==> config.mk <==
export PLATFORM = sky130hd
export DESIGN_NAME = dualmem_rd_stream
export DESIGN_NICKNAME = d
export VERILOG_FILES = /design/src/rtl/dualmem_rd_stream.sv
export SDC_FILE = /design/constraint.sdc
export NUM_CORES = 1
export LEC_CHECK = 0
export ABC_AREA = 1
export BUFFER_PORTS_ARGS = -buffer_cell sky130_fd_sc_hd__buf_2
export CORE_MARGIN = 1
export CORE_UTILIZATION = 50
export DETAILED_ROUTE_END_ITERATION = 8
export PLACE_DENSITY = 0.75
export SETUP_SLACK_MARGIN = 0.05
export SLEW_MARGIN = 15
export SYNTH_ARGS = -nofsm -noshare
export SYNTH_HDL_FRONTEND = slang
export SYNTH_SLANG_ARGS = --single-unit
export TNS_END_PERCENT = 100
==> constraint.sdc <==
create_clock -name clk_i -period 3 [get_ports clk_i]
set_input_delay 0 -clock clk_i [delete_from_list [all_inputs] [get_ports clk_i]]
set_output_delay 0 -clock clk_i [all_outputs]
set_load 0.02 [all_outputs]
==> src/rtl/dualmem_rd_stream.sv <==
// Read sequencer for the 512 x 64 dual-port buffer: issues port-B burst reads and
// streams the returned words on a valid/ready interface through a 2-entry output FIFO.
module dualmem_rd_stream #(
  parameter int ADDR_W = 9,
  parameter int DATA_W = 64,
  parameter int LEN_W  = 10
) (
  input  logic                clk_i,
  input  logic                rst_ni,
  input  logic                start_i,
  input  logic [ADDR_W-1:0]   base_i,
  input  logic [LEN_W-1:0]    len_i,
  output logic                busy_o,
  output logic                done_o,
  output logic                mem_en_o,
  output logic [DATA_W/8-1:0] mem_we_o,
  output logic [ADDR_W-1:0]   mem_addr_o,
  input  logic [DATA_W-1:0]   mem_rdata_i,
  output logic [DATA_W-1:0]   m_data_o,
  output logic                m_valid_o,
  input  logic                m_ready_i,
  output logic                m_last_o
);

  typedef enum logic [1:0] {IDLE, RUN, DRAIN} state_e;

  state_e            state_q;
  logic [ADDR_W-1:0] addr_q;
  logic [LEN_W-1:0]  issue_cnt_q;
  logic [LEN_W-1:0]  out_cnt_q, out_cnt_d;
  logic              inflight_q;
  logic              done_q;
  logic [DATA_W-1:0] data_q, data_d;
  logic [DATA_W-1:0] skid_q, skid_d;
  logic              valid_q, valid_d;
  logic              skid_vld_q, skid_vld_d;
  logic              last_q, last_d;
  logic              pop;
  logic              issue;
  logic [1:0]        credit;

  // FIFO = output register (head) plus one skid entry behind it.
  always_comb begin
    pop    = valid_q & m_ready_i;
    credit = {1'b0, valid_q} + {1'b0, skid_vld_q} + {1'b0, inflight_q} - {1'b0, pop};
    issue  = (state_q == RUN) && (issue_cnt_q != '0) && (credit < 2'd2);

    data_d     = data_q;
    valid_d    = valid_q;
    skid_d     = skid_q;
    skid_vld_d = skid_vld_q;
    if (pop) begin
      if (skid_vld_q) begin
        data_d     = skid_q;
        skid_vld_d = 1'b0;
      end else begin
        valid_d = 1'b0;
      end
    end
    if (inflight_q) begin
      if (!valid_d) begin
        data_d  = mem_rdata_i;
        valid_d = 1'b1;
      end else begin
        skid_d     = mem_rdata_i;
        skid_vld_d = 1'b1;
      end
    end

    out_cnt_d = pop ? out_cnt_q - LEN_W'(1) : out_cnt_q;
    last_d    = valid_d && (out_cnt_d == LEN_W'(1));
  end

  always_ff @(posedge clk_i or negedge rst_ni) begin
    if (!rst_ni) begin
      state_q     <= IDLE;
      addr_q      <= '0;
      issue_cnt_q <= '0;
      out_cnt_q   <= '0;
      inflight_q  <= 1'b0;
      done_q      <= 1'b0;
      data_q      <= '0;
      skid_q      <= '0;
      valid_q     <= 1'b0;
      skid_vld_q  <= 1'b0;
      last_q      <= 1'b0;
    end else begin
      done_q     <= 1'b0;
      inflight_q <= issue;
      data_q     <= data_d;
      valid_q    <= valid_d;
      skid_q     <= skid_d;
      skid_vld_q <= skid_vld_d;
      last_q     <= last_d;
      out_cnt_q  <= out_cnt_d;
      case (state_q)
        IDLE: begin
          if (start_i) begin
            if (len_i != '0) begin
              addr_q      <= base_i;
              issue_cnt_q <= len_i;
              out_cnt_q   <= len_i;
              state_q     <= RUN;
            end else begin
              done_q <= 1'b1;
            end
          end
        end
        RUN: begin
          if (issue) begin
            addr_q      <= addr_q + ADDR_W'(1);
            issue_cnt_q <= issue_cnt_q - LEN_W'(1);
            if (issue_cnt_q == LEN_W'(1)) state_q <= DRAIN;
          end
        end
        DRAIN: begin
          if (pop && (out_cnt_q == LEN_W'(1))) begin
            state_q <= IDLE;
            done_q  <= 1'b1;
          end
        end
        default: state_q <= IDLE;
      endcase
    end
  end

  overflow_a: assert property (@(posedge clk_i) disable iff (!rst_ni)
    !(inflight_q && valid_q && skid_vld_q && !pop));

  assign busy_o     = (state_q != IDLE);
  assign done_o     = done_q;
  assign mem_en_o   = issue;
  assign mem_we_o   = '0;
  assign mem_addr_o = addr_q;
  assign m_data_o   = data_q;
  assign m_valid_o  = valid_q;
  assign m_last_o   = last_q;

endmodule

-- Word-level counts from Yosys, hierarchy flattened
Cells that the tools add are included.
- multiplexer cells: 32
- equality and inequality tests: 10
- magnitude comparators: 1
- bitwise gates (word level): 1
- reduce and logical (&&, ||, !) cells: 12
- $add $sub $neg: 6
- operators with widths (operator ; count):
    $mux 64 ; 4
    $mux 10 ; 7
    $eq 10x1->1 const B ; 3
    $mux 9 ; 3
    $pmux 10 s2 ; 1
    $reduce_bool 10->1 ; 2
    $sub 10x1->10 const B ; 2
    $pmux 9 s2 ; 1
    $mux 2 ; 5
    $add 9x1->9 const B ; 1
    $mux 1 ; 9
    $ne 2x2->1 const B ; 4
    $pmux 2 s3 ; 1
    $reduce_and 5->1 ; 1
    $logic_and 1x1->1 ; 4
    $reduce_and 4->1 ; 1
    $reduce_bool 2->1 ; 2
    $add 1x1->2 ; 1
    $add 2x1->2 ; 1
    $eq 2x1->1 const B ; 1
    $eq 2x2->1 const B ; 1
    $logic_not 2->1 ; 1
    $lt 2x2->1 const B ; 1
    $ne 2x1->1 const B ; 1
    other kinds (4) ; 4
- input bits: 87
- word-level logic and storage cells: 73
- register bits: 164

-- Longest topological paths before layout
Gate-level depths: netlist (run 1).
- depth in word-level cells: 7
- mapped depth: 16
- gate-level depth less buffers: 15

-- Worst setup path after synthesis (run 1)
OpenSTA, ideal clock, no wires.
- kind: register -> register
- from: register valid_q (netlist: m_valid_o)
- to: register addr_q[8] (netlist: mem_addr_o[8])
- clock period less this slack: 2.165 ns
- data arrival time: 2.048 ns
- slack: 0.835 ns
- setup time: 0.117 ns
- cell stages (with the launch flop): 17
- path buffers: 1
- data required time: 2.883 ns
- cells stage by stage: dfrtp_1 nand2_2 inv_2 ha_1 inv_1 ha_1 nand2_1 nand2_1 nand2_1 nand2_1 nor2_1 nand2_1 nand2_2 nand3_4 buf_6 nand2_1 nand2_1
- longest elaborated chain between the ends: 7
- elaborated cells between the ends (all ways): 8
- ends and longest elaborated chain (element ; line ; text):
    start: declaration ; 35 ; logic valid_q, valid_d;
    start signal: assignment ; 91 ; valid_q <= valid_d;
    $add 1x1->2 ; 45 ; credit = {1'b0, valid_q} + {1'b0, skid_vld_q} + {1'b0, inflight_q} - {1'b0, pop};
    $add 2x1->2 ; 45 ;
    $sub 2x1->2 (*) ; 45 ;
    $lt 2x2->1 (*) ; 46 ; issue = (state_q == RUN) && (issue_cnt_q != '0) && (credit < 2'd2);
    $logic_and 1x1->1 (*) ; 46 ;
    $ne 2x2->1 (no line) (*) ; - ;
    $reduce_and 4->1 (no line) (*) ; - ;
    end signal: assignment ; 100 ; addr_q <= base_i;
    end signal: assignment ; 111 ; addr_q <= addr_q + ADDR_W'(1);
    end: declaration ; 28 ; logic [ADDR_W-1:0] addr_q;
Every way passes the cells marked *; elsewhere a longest branch is shown, timed or not.
A chain may end at the register's enable or synchronous reset.

-- Worst setup path in the final report (run 1)
- from: register valid_q (netlist: m_valid_o)
- to: register issue_cnt_q[8]
- longest elaborated chain between the ends: 7
- elaborated cells between the ends (all ways): 8
- ends and longest elaborated chain (element ; line ; text):
    $add 1x1->2 ; 45 ;
    $add 2x1->2 ; 45 ;
    $sub 2x1->2 (*) ; 45 ;
    $lt 2x2->1 (*) ; 46 ;
    $logic_and 1x1->1 (*) ; 46 ;
    $ne 2x2->1 (no line) (*) ; - ;
    $reduce_and 4->1 (no line) (*) ; - ;
    end signal: assignment ; 101 ; issue_cnt_q <= len_i;
    end signal: assignment ; 112 ; issue_cnt_q <= issue_cnt_q - LEN_W'(1);
    end: declaration ; 29 ; logic [LEN_W-1:0] issue_cnt_q;
Marked as above.

==> results of run 1 <==
==> area by class of cell <==
cell class	instances	area, µm²
fill	1199	5050
clock inverter	11	124
sequential	164	4100
clock buffer	21	460
tap	188	235
inverter	82	308
timing repair buffer	261	1800
multi-input combinational	620	3120
==> state kept, by name (all words and copies together), names as in the netlist <==
signal	count
done_o	1
inflight_q	1
issue_cnt_q	10
m_data_o	64
m_last_o	1
m_valid_o	1
mem_addr_o	9
out_cnt_q	10
skid_q	64
skid_vld_q	1
state_q	2
==> worst max path at each step <==
stage                           to
floorplan            mem_addr_o[8]
global route        issue_cnt_q[7]
global placement     mem_addr_o[5]
CTS                 issue_cnt_q[8]
detailed placement  issue_cnt_q[5]
finish              issue_cnt_q[8]
==> through the flow <==
stage / area [µm²] / std cells / setup WS (ns)
floorplan: 7790 / 921 / 0.835
global placement: 8680 / 1227 / 0.550
detailed placement: 8680 / 1227 / 0.426
CTS: 10100 / 1347 / 0.418
global route: 10100 / 1347 / 0.177
finish: 10100 / 1347 / 0.436
==> synth_stat cells, drive strengths merged <==
master,number
nand2,235
dfrtp,164
nor2,115
o21ai,87
inv,82
nand3,43
buf,37
o22ai,35
a31oi,34
mux2,30
clkbuf,18
nand4,10
ha,8
a21oi,6
xor2,3
a21o,2
conb,1
nor3,1
o211ai,1
o21bai,1
xnor2,1
==> cells by family after synthesis <==
logic type	count (synthesis)
xor+xnor	4
flops	164
mux	30
other cells	1
compound gates	166
fa+ha+maj	8
buf+inv	137
simple gates	404
==> power by group through the flow <==
stage                     combinational [W]  sequential [W]  clock, W
final                               0.00507         0.00403   0.00215
after global routing                0.00567         0.00416   0.00228
after CTS                           0.00506         0.00401   0.00219
after detailed placement            0.00495         0.00404         0
after global placement              0.00483         0.00400         0
after floorplan                     0.00308         0.00453         0
==> per-layer routing <==
layer | track usage [%] | part of all wire, % | up-vias
met3 | 6.03 | 5.0 | 38
met2 | 44.1 | 50 | 217
met4 | 7.56 | 1.9 | 0
met1 | 31.0 | 43 | 3360
met5 | 0 | 0 | -
li1 | - | - | 3455
==> cell usage in the layout (no fill, tap or decap), types with 5 or more instances in the layout <==
| cell type | instances |
|---|---|
| mux2_2 | 30 |
| buf_4 | 7 |
| o21ai_0 | 81 |
| inv_1 | 75 |
| ha_1 | 8 |
| a21oi_1 | 6 |
| clkbuf_16 | 17 |
| buf_2 | 163 |
| nand3_1 | 40 |
| o22ai_1 | 35 |
| o21ai_1 | 5 |
| inv_2 | 7 |
| nand2_1 | 232 |
| conb_1 | 8 |
| dfrtp_1 | 164 |
| dlygate4sd3_1 | 88 |
| nand4_1 | 10 |
| nor2_2 | 5 |
| nor2_1 | 106 |
| a31oi_1 | 34 |
==> worst reg2reg max path: cells and delay by family (launching register included) <==
family                   cells  cell delay [ns]
adder cells (fa/ha/maj)      2             0.56
AND/OR/NAND/NOR             11             1.33
flip-flops                   1             0.46
buffers and inverters        2             0.12
==> results.cfg, run 1 <==
[floorplan]
fp-row-count = 45
io_pins = 173
die_span_x_um = 127
start_util_pct = 51.1
die_area_mm2 = 0.0160
dieHeight_um = 127
coreArea_mm2 = 0.0152

[sta]
max_freq_mhz = 390
maxSlewHeadroom_pct = 33.7
finalSetupTns_ns = 0
period_needed_ns = 2.56
hold_slack_ns = 0.0622
hold_viol = 0
final_max_slew_viol_count = 0
finClkSkew_ns = 0.00694
fin_crit_sh_pct = 85.5
finalSetupViolCount = 0
rsz0062_at_grt = no
timing_worst_slew_pin_value_ns = 0.994

[synth]
synth-xor-area-share_pct = 0.451
synth.distinct_cells = 32
postSynthAreaPerCell_um2 = 8.50
synth_compound_area_share_pct = 12.0
synth_top_family_by_area = simple AND/OR/NAND/NOR gates
post-synth-top-area-cell = dfrtp_1
gate_count_after_technology_mapping = 914
ys_ff_latch = 164
yosys_warnings = 0
synthAdderAreaFrac_pct = 1.29
synthSimpleGateAreaFrac_pct = 21.3
netlist.area_leader.share_pct = 52.8
post_synth_main_area_contributors = dfrtp_1, nand2_1, o21ai_0
post_synth_instance_area_mm2 = 0.00777
ys_seq_area_share_pct = 52.8
synthMuxAreaShare_pct = 4.35

[critical_path]
crit_path_leading_delay_family = simple AND/OR/NAND/NOR gates
critPathBufInv = 2
criticalPathCategory = flop to flop
timing.rr.end = issue_cnt_q[8]
cp_data_arrival_time_ns = 2.87
startpoint = m_valid_o
worstSetupPathDepth = 15
ff2ff_setup_slack_ns = 0.44
timing.reg2reg.worst_path_depth = 15
worstPathCellList = nand2_2 -> inv_2 -> ha_1 -> inv_1 -> ha_1 -> nand2_1 -> nand2_1 -> nand2_1 -> nand2_1 -> nor2_1 -> nand2_1 -> nand2_2 -> nand3_4 -> nand2_1 -> nand2_1
worst_path_maximum_fanout = 19
cp-end-kind = flop
worst-endpoint-required_ns = 3.31
critical_path.startpoint_type = flop
largest_incremental_delay_on_the_critical_path_ns = 0.46
cp_slowest_cell = dfrtp_1
critical_path.reg2reg.startpoint = m_valid_o
library_cell_appearing_most_often_on_the_critical_path = nand2_1

[drt]
drt_drc_violations_left = 0
routedWlPerCell_um = 14.4
totalWireLength_um = 19400
first_pass_iters = 5
drt_iter0_drc = 536
avgViaCountPerCell = 5.25
number_of_routed_nets_with_antenna_violations = 0
vias = 7070

[global_route]
initial_antenna_violation_count = 0
globalRouteTotalUtil_pct = 25.2
grt_pass1_vias = 6852
gr-total-overflow = 0
grt_start_max_net_pins = 100
first_pass_grt_wire_length_um = 32200

[pwr]
power_leakage_nw = 5.13
design_power_total_w = 0.0112
total_switching_power_w = 0.00478
seqPwrFrac_pct = 35.8
worst_ir_drop_vdd_uv = 826
power.density_mw_per_mm2 = 1110
p_int_w = 0.00647
switching_share_pct = 42.5
p_comb_share_pct = 45.0
clock_power_share_pct = 19.1

[cts]
clk-insertion-delay-late_ns = 0.42
postCtsHoldBufs = 88
cts_post_setup_buffers_inserted = 0
cts_tree = yes
maximum_buffer_depth_of_the_clock_tree = 2
clock-root-buffer = clkbuf_16
path_clk_slew_ns = 0.06
post_cts_resized = 0
cts_buffers = 17
ctsHtreeMaxLevel = 4
numClockSinks = 164

[placement]
portBuffers = 164
hpwlAfterDp_um = 11700
finalWeightedCongestion = 0.816

[finish]
final_core_utilization_pct = 66.7
layout-drive-gt1-share_pct = 22.1
layout-area-overhead-vs-synth_pct = 30.6
antenna-diode-count = 0
design.final.nets = 1241

[min_path]
whs_endpoint = skid_vld_q
hold_path_startpoint = m_ready_i
worstHoldPathType = input pin to flop
worst_hold_path.num_cells = 4

[run_status]
outcome = finished clean

[job]
timing.max_cap.violations = 0
No activity file was read; power rests on OpenSTA's default activity.
==> run 2, diff against run 1 <==
- PLACE_DENSITY: 0.75 -> 0.78
==> results.cfg, run 2 (synthesized netlist as in run 1, its figures left out) <==
[global_route]
first_pass_grt_wire_length_um = 32500
grt_start_max_net_pins = 100
gr-total-overflow = 0
grt_pass1_vias = 6892
globalRouteTotalUtil_pct = 25.5
initial_antenna_violation_count = 0

[critical_path]
worst-endpoint-required_ns = 3.30
largest_incremental_delay_on_the_critical_path_ns = 0.45
cp_slowest_cell = dfrtp_1
critPathBufInv = 2
cp_data_arrival_time_ns = 2.83
library_cell_appearing_most_often_on_the_critical_path = nand2_1
criticalPathCategory = flop to flop
cp-end-kind = flop
worst_path_maximum_fanout = 19
critical_path.startpoint_type = flop
crit_path_leading_delay_family = simple AND/OR/NAND/NOR gates
worstPathCellList = nand2_2 -> inv_2 -> ha_1 -> inv_1 -> ha_1 -> nand2_1 -> nand2_1 -> nand2_1 -> nand2_1 -> nor2_1 -> nand2_1 -> nand2_2 -> nand3_4 -> nand2_1 -> nand2_1

[drt]
avgViaCountPerCell = 5.28
number_of_routed_nets_with_antenna_violations = 0
totalWireLength_um = 19600
vias = 7126
routedWlPerCell_um = 14.5
drt_drc_violations_left = 0
first_pass_iters = 5
drt_iter0_drc = 525

[finish]
mostFrequentLayoutCells = nand2_1, dfrtp_1, buf_2
layout-area-overhead-vs-synth_pct = 30.5
layout_commonest_cell = nand2_1
design.final.nets = 1244
layout-drive-gt1-share_pct = 22.4
antenna-diode-count = 0

[cts]
clk-insertion-delay-late_ns = 0.42
ctsHtreeMaxLevel = 4
clock-root-buffer = clkbuf_16
maximum_buffer_depth_of_the_clock_tree = 2
cts_post_setup_buffers_inserted = 0
cts_buffers = 17
post_cts_resized = 0
cts_tree = yes
path_clk_slew_ns = 0.06
numClockSinks = 164

[min_path]
worstHoldPathType = input pin to flop

[floorplan]
coreArea_mm2 = 0.0152
dieHeight_um = 127
die_span_x_um = 127
fp-row-count = 45
start_util_pct = 51.1
io_pins = 173
die_area_mm2 = 0.0160

[run_status]
outcome = finished clean

[placement]
hpwlAfterDp_um = 11800
portBuffers = 164
finalWeightedCongestion = 0.820

[sta]
timing_worst_slew_pin_value_ns = 1.01
fin_crit_sh_pct = 84.2
hold_viol = 0
finClkSkew_ns = 0.00999
finalSetupTns_ns = 0
hold_slack_ns = 0.0402
maxSlewHeadroom_pct = 32.5
rsz0062_at_grt = no
max_freq_mhz = 396
final_max_slew_viol_count = 0
period_needed_ns = 2.53
finalSetupViolCount = 0

[pwr]
worst_ir_drop_vdd_uv = 699
power.density_mw_per_mm2 = 1110
power_leakage_nw = 5.14

[job]
timing.max_cap.violations = 0
-- run 2: cell types whose count changed in the layout (fill, tap and decap cells not counted), sizes merged --
cell,change
buf,+4
clkbuf,-2
inv,+2
clkinvlp,-1
clkinv,+2
bufinv,-1
dlygate4sd3,-1
-- run 2: power breakdown --
part	internal, W	switching (W)
registers	0.00335	0.000700
clock network	0.00116	0.000911
logic	0.00186	0.00325
-- run 2: path summary, 6_finish.rpt --
kind / start / cells after the start / end / slack, ns
setup / recovery: m_valid_o / 15 / issue_cnt_q[3] / 0.47
hold / removal: m_ready_i / 4 / skid_vld_q / 0.04
setup reg to reg: m_valid_o / 15 / issue_cnt_q[3] / 0.47
hold reg to reg: skid_q[53] / 2 / skid_q[53] / 0.49
max in group asynchronous: rst_ni / 3 / skid_q[43] / 2.10
min in group asynchronous: rst_ni / 2 / out_cnt_q[9] / 0.15
-- run 2: area by class of cell --
| type | count | area, µm² |
|---|---|---|
| Multi-Input combinational cell | 620 | 3120 |
| Clock inverter | 13 | 124 |
| Fill cell | 1150 | 5060 |
| Inverter | 82 | 308 |
| Timing Repair Buffer | 264 | 1820 |
| Sequential cell | 164 | 4100 |
| Tap cell | 188 | 235 |
| Clock buffer | 19 | 433 |
-- run 2: worst register-to-register path, delay by kind of cell (launching register included) --
kind | cells | cell delay [ns]
flops | 1 | 0.45
buf+inv | 2 | 0.12
simple gates | 11 | 1.32
fa+ha+maj | 2 | 0.53
-- run 2: through the flow --
step | cell area, µm² | utilization, % | total power [W] | instances | setup slack (ns)
after global placement | 8710 | 57.3 | 0.00884 | 1231 | 0.584
after detailed placement | 8710 | 57.3 | 0.00901 | 1231 | 0.510
after CTS | 10100 | 66.7 | 0.0112 | 1350 | 0.455
after floorplan | 7790 | - | 0.00761 | 921 | 0.835
final | 10100 | 66.7 | 0.0112 | 1350 | 0.474
after global routing | 10100 | 66.7 | 0.0121 | 1350 | 0.265
-- run 2: timing repair --
item,4_1_cts,5_1_grt
setup endpoints to repair,0,0
hold buffers,87,0
hold endpoints to repair,224,0
-- run 2: per-layer routing --
layer | up-vias | wire length (µm) | GRT usage (%)
met5 | - | 0 | 0
met4 | 0 | 426 | 9.45
met3 | 36 | 1020 | 5.57
met2 | 235 | 9670 | 42.8
met1 | 3395 | 8470 | 32.5
li1 | 3460 | - | -
